### src/rtl/mem_arbiter.sv
// Single-port byte RAM arbiter. It shares the RAM between the CPU and one DMA/video master,
// stalls the CPU with C_HOLD, and re-reads the CPU's held address after every DMA burst.
// Optional write protection below ROM_TOP is enabled by defining MEMARB_ROM_PROTECT_EN.
module mem_arbiter #(
    parameter int unsigned ADDR_W    = 16,
    parameter int unsigned DATA_W    = 8,
    parameter int unsigned MAX_BURST = 4,
    parameter int unsigned MIN_CPU   = 1,
    parameter int unsigned ROM_TOP   = 32'h0100
) (
    input  logic              CLOCK,
    input  logic              RESET,
    input  logic [ADDR_W-1:0] C_ADDR,
    input  logic [DATA_W-1:0] C_WDATA,
    input  logic              C_WREN,
    output logic [DATA_W-1:0] C_RDATA,
    output logic              C_HOLD,
    input  logic              D_REQ,
    input  logic [ADDR_W-1:0] D_ADDR,
    input  logic [DATA_W-1:0] D_WDATA,
    input  logic              D_WREN,
    output logic              D_ACK,
    output logic              D_RVALID,
    output logic [DATA_W-1:0] D_RDATA,
    output logic [ADDR_W-1:0] M_ADDR,
    output logic [DATA_W-1:0] M_WDATA,
    output logic              M_WREN,
    input  logic [DATA_W-1:0] M_RDATA,
    output logic              VIOLATION
);

    localparam int unsigned CPU_CNT_W   = $clog2(MIN_CPU + 1);
    localparam int unsigned BURST_CNT_W = $clog2(MAX_BURST + 1);

`ifdef MEMARB_ROM_PROTECT_EN
    localparam bit PROT_EN = 1'b1;
`else
    localparam bit PROT_EN = 1'b0;
`endif

    typedef enum logic [1:0] {
        S_CPU    = 2'd0,
        S_DMA    = 2'd1,
        S_REFILL = 2'd2
    } state_t;

    state_t                 state, state_nx;
    logic [CPU_CNT_W-1:0]   cpu_cnt, cpu_cnt_nx;
    logic [BURST_CNT_W-1:0] burst_cnt, burst_cnt_nx;
    logic                   m_wren_raw;
    logic                   prot_hit;

    // Both masters see whatever the RAM returns; each knows when its own data is valid.
    assign C_RDATA = M_RDATA;
    assign D_RDATA = M_RDATA;

    // State, counters and the DMA read-valid flag.
    always_ff @(posedge CLOCK) begin
        if (RESET) begin
            state     <= S_CPU;
            cpu_cnt   <= '0;
            burst_cnt <= '0;
            D_RVALID  <= 1'b0;
        end else begin
            state     <= state_nx;
            cpu_cnt   <= cpu_cnt_nx;
            burst_cnt <= burst_cnt_nx;
            D_RVALID  <= (state == S_DMA) && !D_WREN;
        end
    end

    // Next-state and RAM mux decode.
    always_comb begin
        state_nx     = state;
        cpu_cnt_nx   = cpu_cnt;
        burst_cnt_nx = burst_cnt;
        M_ADDR       = C_ADDR;
        M_WDATA      = C_WDATA;
        m_wren_raw   = 1'b0;
        C_HOLD       = 1'b0;
        D_ACK        = 1'b0;
        case (state)
            S_CPU: begin
                m_wren_raw = C_WREN;
                if (32'(cpu_cnt) < MIN_CPU) begin
                    cpu_cnt_nx = cpu_cnt + CPU_CNT_W'(1);
                end
                if (D_REQ && (32'(cpu_cnt) + 32'd1 >= MIN_CPU)) begin
                    state_nx = S_DMA;
                end
            end
            S_DMA: begin
                M_ADDR       = D_ADDR;
                M_WDATA      = D_WDATA;
                m_wren_raw   = D_WREN;
                D_ACK        = 1'b1;
                C_HOLD       = 1'b1;
                burst_cnt_nx = burst_cnt + BURST_CNT_W'(1);
                if (!(D_REQ && (32'(burst_cnt) < MAX_BURST - 32'd1))) begin
                    state_nx = S_REFILL;
                end
            end
            S_REFILL: begin
                // RAM re-reads the CPU's held address so its first free cycle sees fresh data.
                C_HOLD       = 1'b1;
                burst_cnt_nx = '0;
                cpu_cnt_nx   = '0;
                state_nx     = S_CPU;
            end
            default: begin
                state_nx = S_CPU;
            end
        endcase
    end

    assign prot_hit = PROT_EN && m_wren_raw && (32'(M_ADDR) < ROM_TOP);
    assign M_WREN   = m_wren_raw && !prot_hit;

`ifdef MEMARB_ROM_PROTECT_EN
    // One-cycle pulse for each suppressed write into the protected region.
    always_ff @(posedge CLOCK) begin
        if (RESET) begin
            VIOLATION <= 1'b0;
        end else begin
            VIOLATION <= prot_hit;
        end
    end
`else
    assign VIOLATION = 1'b0;
`endif

endmodule

### config.mk
export PLATFORM = sky130hd
export DESIGN_NAME = mem_arbiter
export DESIGN_NICKNAME = d
export VERILOG_FILES = /design/src/rtl/mem_arbiter.sv
export SDC_FILE = /design/constraint.sdc
export NUM_CORES = 1
export LEC_CHECK = 0
export ABC_CLOCK_PERIOD_IN_PS = 1500
export BUFFER_PORTS_ARGS = -buffer_cell sky130_fd_sc_hd__buf_2
export CAP_MARGIN = 20
export CORE_MARGIN = 3
export CORE_UTILIZATION = 30
export CTS_CLUSTER_DIAMETER = 150
export DETAILED_ROUTE_END_ITERATION = 16
export PLACE_DENSITY = 0.89
export SYNTH_ARGS = -nofsm -noshare
export SYNTH_HDL_FRONTEND = slang
export SYNTH_SLANG_ARGS = --single-unit
### constraint.sdc
create_clock -name CLOCK -period 1.5 [get_ports CLOCK]
set_input_delay 0.225 -clock CLOCK [delete_from_list [all_inputs] [get_ports CLOCK]]
set_output_delay 0.225 -clock CLOCK [all_outputs]
set_load 0.02 [all_outputs]
# Yosys cells after proc, flatten, opt, wreduce, memory -nomap -nowiden
# Cells that the tools add are included.
# Widths: inputs -> output; s select.
[word_totals]
inputBits = 61
register_bits = 7
out_inout_bits = 45
wordCells = 36
[op_classes]
n_eq_ne = 5
n_reduce_logical = 10
n_mux = 11
order_cmp = 3
add_sub_neg = 3
[op_table]
columns = ["op", "count"]
rows = [
  ["$mux 16", 1],
  ["$mux 8", 1],
  ["$ne 2x2->1 const B", 3],
  ["$pmux 3 s2", 1],
  ["$mux 2", 2],
  ["$pmux 1 s2", 2],
  ["$pmux 2 s2", 1],
  ["$reduce_and 2->1", 2],
  ["$reduce_bool 2->1", 2],
  ["$add 3x1->3 const B", 1],
  ["$logic_and 1x1->1", 3],
  ["$lt 3x2->1 const B", 1],
  ["$mux 1", 3],
  ["$add 1x1->2 const B", 1],
  ["$eq 2x1->1 const B", 1],
  ["$eq 2x2->1 const B", 1],
  ["$ge 2x1->1 const B", 1],
  ["$logic_not 2->1", 1],
  ["$reduce_or 2->1", 1],
  ["$add 1x1->1 const B", 1],
  ["$logic_not 1->1", 1],
  ["$lt 1x1->1 const B", 1],
]

# Logic depth before layout (Yosys ltp)
# Gate-level depths: netlist of the first run.
[logic_depth]
word_depth = 5
mapped_depth = 6
mapped_depth_nobuf = 5

# Least setup slack after synthesis of the first run
# No wires, ideal clock.
[synth_path]
path_type = "register to output"
from = "reg state[1]"
to = "out M_ADDR[6]"
arrival_ns = 1.385
path_stages_with_launch = 6
path_slack_ns = -0.110
required_time_ns = 1.275
path_buffers = 2
cell_sequence = "dfxtp_1 > inv_1 > ha_1 > buf_6 > buf_6 > mux2_2"
[synth_via]
elab_chain_cells = 2
[synth_lines]
columns = ["item", "line_no", "source"]
rows = [
  ["start, declared", "47", "state_t state, state_nx;"],
  ["start signal, assigned", "65", "state <= state_nx;"],
  ["$eq 2x1->1", "82", "case (state)"],
  ["$mux 16", "82", ""],
  ["end, declared", "25", "output logic [ADDR_W-1:0] M_ADDR,"],
]
# Every way passes these cells.

# Worst setup path in the final report of the first run
[layout_path]
from = "reg state[1]"
to = "out M_ADDR[1]"
# The elaborated chain is that of the path after synthesis.

==> results of run 1 <==
## metal layers
| layer | part of all wire [%] | wire (um) |
|---|---|---|
| met3 | 9.9 | 252 |
| met4 | 1.3 | 34 |
| met5 | 0 | 0 |
| met1 | 34 | 857 |
| met2 | 55 | 1400 |
## logic make-up (layout without fill, tap and decap cells)
kind of cell / after synthesis / after routing / synth area share [%]
AO/OA/AOI/OAI: 9 / 9 / 8.59
multiplexers: 26 / 26 / 39.0
flip-flops: 6 / 6 / 15.9
buffers and inverters: 23 / 93 / 22.0
other: 1 / 1 / 0.495
AND/OR/NAND/NOR: 10 / 10 / 7.44
adder cells (fa/ha/maj): 4 / 4 / 6.61
## timing repair
item | CTS | global route
endpoints found under the setup margin | 26 | 26
pin swaps | 1 | 0
buffers inserted | 3 | 0
endpoints found under the hold margin | 0 | 0
resized for setup | 7 | 5
## stage by stage
stage / area (sq um) / setup TNS (ns) / instances
5_1_grt: 1190 / -5.00 / 177
3_5_place_dp: 1100 / 0 / 171
3_3_place_gp: 1100 / 0 / 171
2_1_floorplan: 769 / 0 / 79
4_1_cts: 1170 / -3.89 / 177
6_report: 1190 / -3.47 / 177
## power groups by stage
stage	Clock (mW)	Combinational (mW)	Sequential (mW)
after floorplan	0	0.471	0.196
after global placement	0	0.624	0.194
after detailed placement	0	0.635	0.195
after CTS	0.158	0.677	0.193
after global routing	0.169	0.737	0.195
final	0.153	0.688	0.193
## cell usage after synthesis
library cell	instances	area (sq um)
sky130_fd_sc_hd__a22o_1	1	8.76
sky130_fd_sc_hd__o21ai_0	1	5.00
sky130_fd_sc_hd__buf_2	1	5.00
sky130_fd_sc_hd__a211oi_2	1	12.5
sky130_fd_sc_hd__nor2_1	3	11.3
sky130_fd_sc_hd__buf_4	17	128
sky130_fd_sc_hd__nand2_1	2	7.51
sky130_fd_sc_hd__buf_6	2	22.5
sky130_fd_sc_hd__inv_1	3	11.3
sky130_fd_sc_hd__a21o_2	1	8.76
sky130_fd_sc_hd__mux2_4	1	15.0
sky130_fd_sc_hd__nor4bb_1	1	10.0
sky130_fd_sc_hd__a31oi_1	1	6.26
sky130_fd_sc_hd__nand3b_1	1	7.51
sky130_fd_sc_hd__a21oi_2	1	8.76
sky130_fd_sc_hd__ha_1	4	50.1
sky130_fd_sc_hd__nand2b_1	1	6.26
sky130_fd_sc_hd__nand4_1	1	6.26
sky130_fd_sc_hd__a21oi_1	3	15.0
sky130_fd_sc_hd__conb_1	1	3.75
sky130_fd_sc_hd__nor3b_1	1	7.51
sky130_fd_sc_hd__mux2i_1	1	10.0
sky130_fd_sc_hd__mux2_2	24	270
sky130_fd_sc_hd__dfxtp_1	6	120
## worst max-delay path by stage
stage / startpoint / to / slack (ns) / depth (start not counted)
after global routing: state[1] / M_WDATA[6] / -0.22 / 5
final: state[1] / M_ADDR[1] / -0.15 / 5
after floorplan: state[1] / M_ADDR[6] / 0.02 / 5
after detailed placement: state[1] / M_ADDR[1] / 0.03 / 5
after global placement: state[1] / M_WDATA[3] / 0.05 / 5
after CTS: state[1] / M_ADDR[1] / -0.17 / 5
## sequential cells by signal, indices dropped and copies added, names as in the netlist
signal / cells
state: 2
D_RVALID: 1
burst_cnt: 3
## area by class of cell
| class | count | area (sq um) |
|---|---|---|
| Inverter | 3 | 11.3 |
| Fill cell | 221 | 1110 |
| Clock buffer | 3 | 22.5 |
| Timing Repair Buffer | 87 | 499 |
| Multi-Input combinational cell | 50 | 495 |
| Sequential cell | 6 | 123 |
| Tap cell | 28 | 35.0 |
## worst reg2reg max path, stage by stage (launching register included)
cell	delay, ns
sky130_fd_sc_hd__dfxtp_2	0.34
sky130_fd_sc_hd__buf_4	0.12
sky130_fd_sc_hd__inv_1	0.07
sky130_fd_sc_hd__ha_4	0.16
sky130_fd_sc_hd__buf_4	0.14
sky130_fd_sc_hd__mux2_4	0.26
sky130_fd_sc_hd__a211oi_2	0.20
==> results.yml, run 1 <==
power_and_ir_drop:
  pwr-share-comb_pct: 66.5
  design_power_total_mw: 1.03
  share_seq_of_total_power_pct: 18.7
  net_switching_power_of_the_design_mw: 0.411
  worst_ir_drop_vdd_v: 0.000522
  p_int_mw: 0.624
  power_leakage_nw: 0.607
  share_of_total_power_consumed_by_net_switching_pct: 39.7
  p_per_area_nw_per_um2: 872
  p_clk_share_pct: 14.8
sta:
  final-setup-viol-count: 25
  grt_setup_unrepaired: "true"
  layout_min_cycle_time_ns: 1.65
  hold_viol: 0
  share_of_the_clock_period_used_by_the_worst_path_after_layout_pct: 110
  drv_slew: 0
  skew_ns: 0.000565
  fin_ws_ns: -0.151
  timing.fmax_mhz: 606
  holdWs_ns: 0.158
final_layout:
  final_net_count: 216
  final_common_cell: "sky130_fd_sc_hd__buf_2"
  drive_above_1_share_pct: 82.6
  area_overhead_of_the_layout_relative_to_synthesis_pct: 56.7
  final_cell_mix: "76 x sky130_fd_sc_hd__buf_2, 24 x sky130_fd_sc_hd__mux2_2, 6 x sky130_fd_sc_hd__buf_4"
  insertedDiodeCount: 0
  final_util_pct: 51.6
worst_setup_path:
  cp_slowest_stage_delay_ns: 0.33
  kind_of_cell_adding_the_most_delay_to_the_critical_path: "buffers and inverters"
  timing.reg2reg.setup_slack_ns: 0.12
  path_class: "flip-flop to output pin"
  setup.worst_path.start_class: "flip-flop"
  worst_setup_path_end_kind: "output pin"
  worstPathMaxFanout: 12
  worst-path-buf-inv: 3
  cp_data_required_time_ns: 1.27
  reg2regPathDepth: 6
  critical_path.slowest_cell: "sky130_fd_sc_hd__mux2_2"
  timing.rr.start: "state[0]"
  reg2reg_to: "state[1]"
  critPathArrivalTime_ns: 1.43
  crit_path_cell_trace: "inv_2, ha_4, buf_12, mux2_2, buf_2"
die:
  start_util_pct: 33.0
  ios: 106
  y_dimension_of_the_die_um: 56.2
  dieArea_sq_um: 3160
  core.rowCount: 17
  placeableCoreArea_sq_um: 2300
  floorplan.die.width_um: 56.2
drt:
  num_vias: 852
  vias_per_cell: 4.81
  detail_route.drc_violations: 0
  wire_per_inst_um: 14.4
  detail_route.iter0.violations: 25
  detail_route.first_pass.iterations: 4
  antenna_left: 0
  drt-total-wl_mm: 2.55
run_status:
  status: "finished, violations left"
  failed_checks: "setup timing"
hold_path:
  hold_end: "D_RVALID"
  hold_start: "D_WREN"
  holdPathStages: 2
  hold_class: "primary input to flip-flop"
cts:
  cts_buffer_depth: 2
  clock_transition_at_the_register_clock_pins_on_the_worst_setup_and_hold_paths_after_cts_ns: 0.05
  numClockSinks: 6
  clockRootBuffer: "sky130_fd_sc_hd__clkbuf_4"
  number_of_cts_inserted_buffers: 3
  clock_latency_ns: 0.25
  h-tree-depth: 1
  cts.hold.buffers_added: 0
  tritoncts_clock_tree: "done"
yosys:
  synth_area_sq_um: 757
  synth-seq-cells: 6
  synth_nets: 144
  netlist_instances: 79
  synth-warning-count: 0
  yosysUniqueCellTypes: 24
  avg_cell_area_syn_sq_um: 9.58
  ys_seq_area_share_pct: 15.9
grt:
  grt_pass1_vias: 825
  number_of_antenna_violations_at_the_first_check_in_global_routing: 0
  groute.usage.overall_pct: 15.3
  busiest_layer: "met2"
  global_route.usage.met1_pct: 15.8
  grt_first_pass_wirelength_mm: 3.93
  groute.layer.met3.usage_pct: 5.34
  grt_util_met2_pct: 28.7
  overflow: 0
  maximum_number_of_pins_on_one_net_before_global_route_repair: 14
run:
  drv.max_cap_violation_count: 0
place:
  dp_hpwl_mm: 2.13
  place.port_buffers: 80
  gpl.final_weighted_congestion: 0.733
  place_ws_ns: 0.0273
(Power assumes the default switching activity.)
==> run 2: changes to the inputs <==
--- a/config.mk
+++ b/config.mk
@@ -10,6 +10,7 @@
 export CAP_MARGIN = 20
 export CORE_MARGIN = 3
 export CORE_UTILIZATION = 30
+export CTS_BUF_LIST = sky130_fd_sc_hd__clkbuf_16
 export CTS_CLUSTER_DIAMETER = 150
 export DETAILED_ROUTE_END_ITERATION = 16
 export PLACE_DENSITY = 0.89
==> run 2 against run 1 <==
Compared with the run above:
- the flow still finishes with violations (setup timing)
- critical path depth unchanged
- global-route usage decreased by 0.095 points
- wire length down 0.82%
- register-to-register slack is essentially flat
- count of clock-buffer cells in the layout unchanged
- first-iteration DRC count is 16% lower
- hold slack improved by 0.022 ns
- maximum frequency increased by 1.5%
- non-clock buffer count unchanged
==> results.yml, run 2 (synthesis results as in run 1) <==
cts:
  tritoncts_clock_tree: "done"
  numClockSinks: 6
  clock_latency_ns: 0.23
  number_of_cts_inserted_buffers: 3
  clockRootBuffer: "sky130_fd_sc_hd__clkbuf_16"
  cts.hold.buffers_added: 0
  h-tree-depth: 1
  cts_buffer_depth: 2
  clock_transition_at_the_register_clock_pins_on_the_worst_setup_and_hold_paths_after_cts_ns: 0.03
worst_setup_path:
  path_class: "flip-flop to output pin"
  timing.critical_path.from: "state[1]"
  setup.worst_path.start_class: "flip-flop"
  critPathArrivalTime_ns: 1.40
  cp_data_required_time_ns: 1.27
  worstPathMaxFanout: 12
  worst_setup_path_end_kind: "output pin"
  timing.rr.start: "state[0]"
final_layout:
  max_flop_register: "burst_cnt"
  final_net_count: 216
  area_overhead_of_the_layout_relative_to_synthesis_pct: 63.3
  largest_register_ff_count: 3
  drive_above_1_share_pct: 82.6
  final-instance-count-excl-fill: 177
  filler_cell_count: 216
  final_cell_mix: "77 x sky130_fd_sc_hd__buf_2, 24 x sky130_fd_sc_hd__mux2_2, 5 x sky130_fd_sc_hd__buf_4"
  largest_registers: "burst_cnt: 3 flops, state: 2 flops, D_RVALID: 1 flops"
  insertedDiodeCount: 0
  final_common_cell: "sky130_fd_sc_hd__buf_2"
sta:
  holdWs_ns: 0.180
  fin_ws_ns: -0.127
  layout_min_cycle_time_ns: 1.63
  timing.fmax_mhz: 615
  final-setup-viol-count: 24
  skew_ns: 0.000229
  grt_setup_unrepaired: "true"
  hold_viol: 0
  share_of_the_clock_period_used_by_the_worst_path_after_layout_pct: 108
  drv_slew: 0
place:
  place.port_buffers: 80
  dp.cells: 171
  dp_hpwl_mm: 2.13
  gpl.final_weighted_congestion: 0.733
grt:
  number_of_antenna_violations_at_the_first_check_in_global_routing: 0
  groute.usage.overall_pct: 15.3
  grt_first_pass_wirelength_mm: 3.86
  maximum_number_of_pins_on_one_net_before_global_route_repair: 14
  grt_pass1_vias: 811
  overflow: 0
drt:
  num_vias: 848
  vias_per_cell: 4.79
  detail_route.drc_violations: 0
  antenna_left: 0
  drt-total-wl_mm: 2.53
  detail_route.iter0.violations: 21
  wire_per_inst_um: 14.3
  detail_route.first_pass.iterations: 4
die:
  placeableCoreArea_sq_um: 2300
  ios: 106
  start_util_pct: 33.0
  y_dimension_of_the_die_um: 56.2
  floorplan.die.width_um: 56.2
  dieArea_sq_um: 3160
  core.rowCount: 17
power_and_ir_drop:
  power_leakage_nw: 0.630
  worst_ir_drop_vdd_v: 0.000838
  p_per_area_nw_per_um2: 1060
hold_path:
  hold_class: "primary input to flip-flop"
  hold_start: "D_WREN"
run_status:
  failed_checks: "setup timing"
  status: "finished, violations left"
run:
  drv.max_cap_violation_count: 0
[run 2: path summary, 6_finish.rpt]
| check | end | slack [ns] | cells after the start |
|---|---|---|---|
| setup / recovery | M_ADDR[1] | -0.13 | 5 |
| hold reg to reg | burst_cnt[1] | 0.50 | 2 |
| setup reg to reg | state[1] | 0.12 | 6 |
| hold / removal | D_RVALID | 0.18 | 2 |
[run 2: repair_timing]
item                                    CTS  global route
setup buffers                             3             0
resized for setup                         7             4
endpoints found under the setup margin   26            25
pin swaps                                 1             0
[run 2: worst max-delay path, cell delays in order (launching register included)]
cell and delay [ns]:
sky130_fd_sc_hd__dfxtp_2 0.31, sky130_fd_sc_hd__inv_2 0.06, sky130_fd_sc_hd__ha_4 0.17, sky130_fd_sc_hd__buf_12 0.14, sky130_fd_sc_hd__mux2_2 0.33, sky130_fd_sc_hd__buf_2 0.16
[run 2: cell type report]
type / count / area [sq um] / area share (%)
clock buffers: 3 / 75.1 / 6.07
inverters: 3 / 11.3 / 0.911
multi-input cells: 50 / 495 / 40.1
flip-flops and latches: 6 / 123 / 9.92
well taps: 28 / 35.0 / 2.83
repair buffers: 87 / 497 / 40.2
[run 2: routing by layer]
metal / part of all wire [%] / GRT usage (%)
met1: 34 / 15.6
met3: 10 / 6.73
met2: 54 / 27.5
met5: 0 / 0
met4: 1.2 / 4.75
[run 2: power by group]
part           leakage [nW]  switching [mW]  internal, mW  total (mW)
Combinational         0.543           0.333         0.351       0.684
Sequential           0.0497          0.0153         0.179       0.194
Clock                0.0370          0.0890         0.342       0.431
[run 2: metrics by stage]
| stage | instance area, sq um | utilization [%] | setup slack [ns] | setup TNS, ns | power, mW |
|---|---|---|---|---|---|
| 2_1_floorplan | 769 | - | 0.0192 | 0 | 0.667 |
| 3_3_place_gp | 1100 | 48.1 | 0.0494 | 0 | 0.817 |
| 3_5_place_dp | 1100 | 48.1 | 0.0273 | 0 | 0.830 |
| 4_1_cts | 1220 | 53.3 | -0.140 | -3.13 | 1.31 |
| 5_1_grt | 1240 | 53.8 | -0.187 | -4.20 | 1.38 |
| 6_report | 1240 | 53.8 | -0.127 | -2.89 | 1.31 |
